--- config.mk ---
export PLATFORM = sky130hd
export DESIGN_NAME = multicycle_cpu_core
export DESIGN_NICKNAME = d
export VERILOG_FILES = /design/src/rtl/multicycle_cpu_core.sv
export SDC_FILE = /design/constraint.sdc
export NUM_CORES = 2
export LEC_CHECK = 0
export BUFFER_PORTS_ARGS = -buffer_cell sky130_fd_sc_hd__buf_2
export CAP_MARGIN = 20
export CORE_AREA = 2 2 439 332
export CTS_CLUSTER_SIZE = 40
export DETAILED_ROUTE_END_ITERATION = 8
export DIE_AREA = 0 0 441 334
export PLACE_DENSITY = 0.79
export SETUP_SLACK_MARGIN = 0.4
export SLEW_MARGIN = 40
export SYNTH_ARGS = -nofsm -noshare
export SYNTH_HDL_FRONTEND = slang
export SYNTH_SLANG_ARGS = --single-unit
export TNS_END_PERCENT = 100
--- constraint.sdc ---
create_clock -name clk_i -period 6.5 [get_ports clk_i]
set_clock_uncertainty 0.15 [all_clocks]
set_input_delay 0.975 -clock clk_i [delete_from_list [all_inputs] [get_ports clk_i]]
set_output_delay 0.975 -clock clk_i [all_outputs]
set_load 0.01 [all_outputs]
--- src/rtl/multicycle_cpu_core.sv ---
// Multi-cycle MIPS-subset core: FETCH/DECODE/EXEC/WB sequencing,
// req/ack instruction fetch, internal register file, ALU and PC.
module multicycle_cpu_core #(
    parameter int          DATA_W   = 32,
    parameter int          REG_NUM  = 32,
    parameter logic [31:0] PC_RESET = 32'h0000_0000
) (
    input  logic        clk_i,
    input  logic        rst_n,
    output logic        imem_req_o,
    output logic [31:0] imem_addr_o,
    input  logic [31:0] imem_rdata_i,
    input  logic        imem_ack_i,
    output logic        retire_o,
    output logic        illegal_o,
    output logic [31:0] pc_o
);
    localparam int IDX_W = $clog2(REG_NUM);
    localparam int SH_W  = $clog2(DATA_W);

    typedef enum logic [1:0] {FETCH, DECODE, EXEC, WB} state_t;

    state_t            state;
    state_t            state_nxt;
    logic              run;
    logic [31:0]       pc;
    logic [31:0]       ir;
    logic [31:0]       pc4;
    logic [DATA_W-1:0] op_a;
    logic [DATA_W-1:0] op_b;
    logic [DATA_W-1:0] simm;
    logic [DATA_W-1:0] zimm;
    logic [DATA_W-1:0] alu_out;
    logic [DATA_W-1:0] alu_res;
    logic [DATA_W-1:0] rf [REG_NUM];

    logic [5:0]       opcode;
    logic [5:0]       funct;
    logic [4:0]       shamt;
    logic [IDX_W-1:0] rs_idx;
    logic [IDX_W-1:0] rt_idx;
    logic [IDX_W-1:0] rd_idx;
    logic [IDX_W-1:0] wr_idx;
    logic             wr_en;
    logic             illegal;
    logic             is_br;
    logic             is_j;
    logic             fetch_go;
    logic [31:0]      br_tgt;
    logic [31:0]      j_tgt;
    logic [31:0]      next_pc;

    assign opcode   = ir[31:26];
    assign funct    = ir[5:0];
    assign shamt    = ir[10:6];
    assign rs_idx   = ir[21 +: IDX_W];
    assign rt_idx   = ir[16 +: IDX_W];
    assign rd_idx   = ir[11 +: IDX_W];
    assign fetch_go = imem_req_o && imem_ack_i;

    assign br_tgt  = pc4 + {{14{ir[15]}}, ir[15:0], 2'b00};
    assign j_tgt   = {pc4[31:28], ir[25:0], 2'b00};
    assign next_pc = (is_br && alu_out[0]) ? br_tgt :
                     is_j ? j_tgt : pc4;

    assign imem_addr_o = pc;
    assign pc_o        = pc;

    // State register; run gates the first request until after reset
    always_ff @(posedge clk_i) begin
        if (!rst_n) begin
            state <= FETCH;
            run   <= 1'b0;
        end else begin
            state <= state_nxt;
            run   <= 1'b1;
        end
    end

    // Next-state and strobe outputs
    always_comb begin
        state_nxt  = state;
        imem_req_o = 1'b0;
        retire_o   = 1'b0;
        illegal_o  = 1'b0;
        unique case (state)
            FETCH: begin
                imem_req_o = run && rst_n;
                if (fetch_go) state_nxt = DECODE;
            end
            DECODE: state_nxt = EXEC;
            EXEC:   state_nxt = WB;
            WB: begin
                retire_o  = 1'b1;
                illegal_o = illegal;
                state_nxt = FETCH;
            end
        endcase
    end

    // Instruction decode: write target, control class, legality
    always_comb begin
        wr_en   = 1'b0;
        wr_idx  = rd_idx;
        illegal = 1'b0;
        is_br   = 1'b0;
        is_j    = 1'b0;
        case (opcode)
            6'h00: begin
                case (funct)
                    6'h20, 6'h22, 6'h24, 6'h25, 6'h27,
                    6'h2A, 6'h00, 6'h02, 6'h04, 6'h06:
                        wr_en = 1'b1;
                    default: illegal = 1'b1;
                endcase
            end
            6'h08, 6'h0F: begin
                wr_en  = 1'b1;
                wr_idx = rt_idx;
            end
            6'h04, 6'h05: is_br = 1'b1;
            6'h02:        is_j  = 1'b1;
            default:      illegal = 1'b1;
        endcase
    end

    // Execute: ALU/shift result or branch condition in bit 0
    always_comb begin
        alu_res = '0;
        case (opcode)
            6'h00: begin
                case (funct)
                    6'h20: alu_res = op_a + op_b;
                    6'h22: alu_res = op_a - op_b;
                    6'h24: alu_res = op_a & op_b;
                    6'h25: alu_res = op_a | op_b;
                    6'h27: alu_res = ~(op_a | op_b);
                    6'h2A: alu_res[0] = $signed(op_a) < $signed(op_b);
                    6'h00: alu_res = op_b << shamt;
                    6'h02: alu_res = op_b >> shamt;
                    6'h04: alu_res = op_b << op_a[SH_W-1:0];
                    6'h06: alu_res = op_b >> op_a[SH_W-1:0];
                    default: alu_res = '0;
                endcase
            end
            6'h08: alu_res = op_a + simm;
            6'h0F: alu_res = zimm << 16;
            6'h04: alu_res[0] = (op_a == op_b);
            6'h05: alu_res[0] = (op_a != op_b);
            default: alu_res = '0;
        endcase
    end

    // Datapath registers advanced per state
    always_ff @(posedge clk_i) begin
        if (!rst_n) begin
            pc      <= PC_RESET;
            ir      <= '0;
            pc4     <= '0;
            op_a    <= '0;
            op_b    <= '0;
            simm    <= '0;
            zimm    <= '0;
            alu_out <= '0;
        end else begin
            unique case (state)
                FETCH: if (fetch_go) ir <= imem_rdata_i;
                DECODE: begin
                    op_a <= rf[rs_idx];
                    op_b <= rf[rt_idx];
                    simm <= {{(DATA_W-16){ir[15]}}, ir[15:0]};
                    zimm <= {{(DATA_W-16){1'b0}}, ir[15:0]};
                    pc4  <= pc + 32'd4;
                end
                EXEC: alu_out <= alu_res;
                WB:   pc <= next_pc;
            endcase
        end
    end

    // Register file write at the end of WB; entry 0 never written
    always_ff @(posedge clk_i) begin
        if (!rst_n) begin
            for (int i = 0; i < REG_NUM; i++) rf[i] <= '0;
        end else if (state == WB && wr_en && wr_idx != '0) begin
            rf[wr_idx] <= alu_out;
        end
    end
endmodule

* Word level (Yosys, flattened, before mapping)
Memories as Yosys holds them, arrays and structs flattened. A register that Yosys moved wholly into a read port is not among the register bits. Cells that the tools add are included. Widths: inputs -> output; s select.
Word-level totals: word-level logic and storage cells 85, bits of input ports 35, bits in registers 163, bits in writable memories 1024, memories kept 1, output and inout port bits 67
Memory list:
- rf | words 32, width 32, read ports 2, clocked after memory_dff 2, wr ports 32, line 35 | logic [DATA_W-1:0] rf [REG_NUM];
Cells by class: shifts and indexed selects 4, reductions and logical operators 17, $add $sub $neg 5, $lt $le $gt $ge 1, bitwise gates (word level) 3, eq/ne operators 20, mux-type cells 26
Operators with widths (count):
- $pmux 31 s9 | 1
- $add 32x32->32 | 3
- $pmux 31 s3 | 1
- $mux 32 | 2
- $shl 32x5->32 | 2
- $shr 32x5->32 | 2
- $eq 6x6->1 const B | 6
- $add 32x3->32 const B | 1
- $and 32x32->32 | 1
- $eq 32x32->1 | 1
- $lt 32x32->1 | 1
- $ne 32x32->1 | 1
- $not 32->32 | 1
- $or 32x32->32 | 1
- $reduce_or 32->1 | 1
- $sub 32x32->32 | 1
- $mux 28 | 1
- $eq 6x3->1 const B | 4
- $mux 1 | 13
- $eq 6x2->1 const B | 2
- $eq 6x4->1 const B | 2
- $logic_not 6->1 | 2
- $mux 5 | 2
- $pmux 1 s10 | 1
- other kinds (15) | 23

* Longest topological paths before layout
depth in word-level cells 11, gate-level depth with buffers 17, gate-level depth less buffers 13

* Worst setup path after synthesis
Ideal clock, no wire load.
kind register to register, start point register ir[0], end point memory rf[4][0], enable pin, stages on the path, launching flop included 10, period minus slack after synthesis 4900 ps, path slack 1600 ps, arrival time 4284 ps, required time 5884 ps, cells stage by stage dfxtp_1 clkbuf_1 a211o_1 a21oi_1 nor2b_1 o2bb2ai_1 nand3_1 or3_1 buf_2 o21ai_0
RTL lines:
- start: declaration | line 27 | logic [31:0] ir;
- start signal: assignment | line 167 | FETCH: if (fetch_go) ir <= imem_rdata_i;
- end: declaration | line 35

* Final worst setup path
start point register op_b[27], read port of rf, end point register alu_out[0]
On the way: longest elaborated chain between the ends 3
Ends and longest elaborated chain:
- start: declaration | line 30 | logic [DATA_W-1:0] op_b;
- $lt 32x32->1, or another cell as far along | line 138 | 6'h2A: alu_res[0] = $signed(op_a) < $signed(op_b);
- $pmux 1 s10 | line 132 | case (funct)
- $pmux 1 s4 (*) | line 130 | case (opcode)
- end signal: assignment | line 175 | EXEC: alu_out <= alu_res;
- end: declaration | line 33 | logic [DATA_W-1:0] alu_out;
Every way passes the cells marked *; elsewhere a longest branch is shown, timed or not. A chain may end at the register's enable or synchronous reset.

==> run metrics <==
final period utilization=0.867; max-cap check violation count=0; vias in the first global route=57000; first-pass GRT wire length=427000 um; most common cell after layout, fill and taps aside=edfxtp_1; RSZ-0062 raised after global routing=false; initial antenna violation count=30; post-DP HPWL=208000 um; Largest stage delay, worst path=960 ps; Nets=6399; Power Dens Cells=between 300 and 400 mW/mm^2; post-route ant nets=0; setup_tns=0 ps; CP max stage cell=nor4_2; Crit path depth=10; DRC Markers=0; met2 GRT Util=0.549; area leader, netlist=edfxtp_1; worst-skew pair later-pin latency=between 700 and 800 ps; GP Congestion=1.08; startpoint types=flip-flop; worst r2r src=op_b[27]; Fill cells=10800; Die Ht=approximately 330 um; H-tree depth=3; critical path type=reg -> reg; nature of the critical path endpoint=flip-flop; Slew @ Worst Pin=~1000 ps; final hold viol count=0; DRT iter0 DRCs=11600; Mapped Avg Cell Area=12.3 um^2; grt met3 use=0.154; simple logic cell fraction of the synthesized area=0.143; sequential element share of the synthesized area=0.447; critical-path cell list=inv_1 -> ha_1 -> or3_1 -> or4_1 -> or3_1 -> nor2_1 -> xor2_1 -> a221o_1 -> nor4_2 -> a21oi_1; CTS resizes=0; R2R Setup Slk=approximately 860 ps; final setup vio count=0; grt peak-use layer=met1; grt met1 use=0.602; placement row count=121; adder-cell area share of the yosys netlist=0.0267; largest family of logic cells by synthesized area=multiplexers; compound-gate portion of the synthesized area=0.0859; CTS max path bufs=3; Reg area=0.0351 mm^2; area of the multi-input gates=0.0408 mm^2; most used cell along the critical path=or3_1; core area=approximately 0.14 mm^2; Placed Area=between 0.08 and 0.09 mm^2; largest net degree at the start of global routing=between 100 and 150; CTS tree=yes; Synth Warn #=0; reg2reg end=alu_out[0]; WP buf/inv=1; worst r2r path cells=10; Clock Sinks=1235; P_leak=just over 30 nW; gr ovfl total=0; die area=0.147 mm^2; setup repair bufs after CTS=0; mux contribution to synthesized area=0.248; prevailing post-synth register cell=edfxtp_1; hold_ws=237 ps; Yosys top cell area share=0.393; Synth Area in XOR/XNOR=0.00861; Worst Path Max Fanout=16; first-pass iteration count of the detailed router=7; initial core utilization=0.545; # port buffers=101; Via density=~7.4; Slew Limit Fails=0; Slew headroom=0.305; layout cells sized above 1=0.232; cell area after technology mapping=0.0783 mm^2; root buffer cell=clkbuf_16; Final Cell Area=0.0853 mm^2; total power=30.7 mW; Critical Path Source=op_b[27]; drt total wl=a little over 300000 um; hold crit path type=in -> reg; Post-synth EDFFs=between 1000 and 1500; Synth Register Bits=1235; status=completed; synth top area cells=edfxtp_1 (39%), mux4_2 (21%), and2_1 (6.7%); Yosys cell types=93; I/O pin cnt=102; CP Capture Point=alu_out[0]; clk slew on worst S/H paths=70 ps; FMAX=177 MHz; CP delay by family, top=simple AND/OR/NAND/NOR gates; critical path data arrival time=6100 ps; Hold Buf Count CTS=0; routed vias=60900; WP data required=6970 ps; commonest cells after routing, fill and taps aside=edfxtp_1 (1024), and2_1 (843), mux4_2 (731), nor2_1 (366), nand2_1 (309); Async S/R FF share, synth=0; Final Critical Period=5640 ps; Peak VDD IR=250 uV; WL/cell=37.1 um; die width=around 440 um; Area Overhead vs Synth=8.88%; Total GRT Usage=0.409; TritonCTS buffer count=118; synthesized netlist cell count=approximately 6400; final core occ=0.594
-- how the worst min path moves through the flow --
stage                                start    endpoint  slack, ps  depth (start not counted)
after floorplan                     pc4[0]      pc4[0]        310                          2
after global placement          alu_out[2]  alu_out[2]        310                          2
after detailed placement        alu_out[2]  alu_out[2]        320                          2
after CTS                 imem_rdata_i[14]      ir[14]        200                          3
after global routing      imem_rdata_i[14]      ir[14]        230                          3
final                     imem_rdata_i[14]      ir[14]        240                          3
-- kinds of logic (layout without fill, tap and decap cells) --
logic type / count (synthesis) / in the layout
simple gates: 2081 / 2081
flops: 1235 / 1235
mux: 1020 / 1020
compound gates: 1010 / 1010
buf+inv: 788 / 679
fa+ha+maj: 165 / 165
xor+xnor: 77 / 77
other cells: 1 / 42
-- cells in the mapped netlist, types with 19 or more instances --
cell	instances
and2_1	845
buf_2	52
a221o_1	19
or3_1	28
a21oi_1	206
o22ai_1	27
buf_1	87
o211ai_1	45
nor2_1	393
nand3_1	72
a221oi_1	30
xor2_1	39
nor2b_1	22
xnor2_1	38
o21ai_0	236
nand2b_1	37
inv_1	118
mux2i_1	232
a21o_1	35
o31ai_1	25
edfxtp_1	1024
a211oi_1	130
clkbuf_1	485
mux4_2	731
ha_1	161
dfxtp_1	211
nand4_1	31
mux2_2	57
a31oi_1	20
buf_4	36
and3_1	186
nor3_1	62
o221ai_1	27
nand2_1	313
-- worst min-delay path: stages --
cell and delay, ps:
buf_2 80, nand2_1 40, o21ai_0 50
-- layer usage --
layer,vias up,share of wire,wire [um]
met4,12,0.045,13800
met3,747,0.17,52400
met2,5624,0.41,123000
met1,30500,0.38,115000
met5,-,0.00026,78
li1,24100,-,-
-- state kept, by name, indices dropped and copies added, names as in the netlist --
| register | count |
|---|---|
| rf | 1024 |
| alu_out | 32 |
| imem_addr_o | 32 |
| ir | 32 |
| op_a | 32 |
| op_b | 32 |
| pc4 | 32 |
| simm | 16 |
| state | 2 |
| run | 1 |
-- final cells by class --
cell class / count / share of cell area
well taps: 1906 / 0.0280
multi-input cells: 4385 / 0.479
inverters: 124 / 0.00555
flip-flops and latches: 1235 / 0.411
clock buffers: 145 / 0.0368
diodes: 10 / 0.000293
clock inverters: 75 / 0.00753
repair buffers: 335 / 0.0317
-- per-stage QoR --
stage,instances,worst slack [ps]
4_1_cts,8197,1270
6_report,8215,865
5_1_grt,8207,1160
3_5_place_dp,7977,1270
2_1_floorplan,6408,1600
3_3_place_gp,7963,471
-- report_power, final --
group	internal [mW]	total, mW	switching [mW]
registers	9.11	10.3	1.16
logic	4.63	13.5	8.83
clock network	3.75	6.95	3.20
Power figures use the tool's default switching activity.
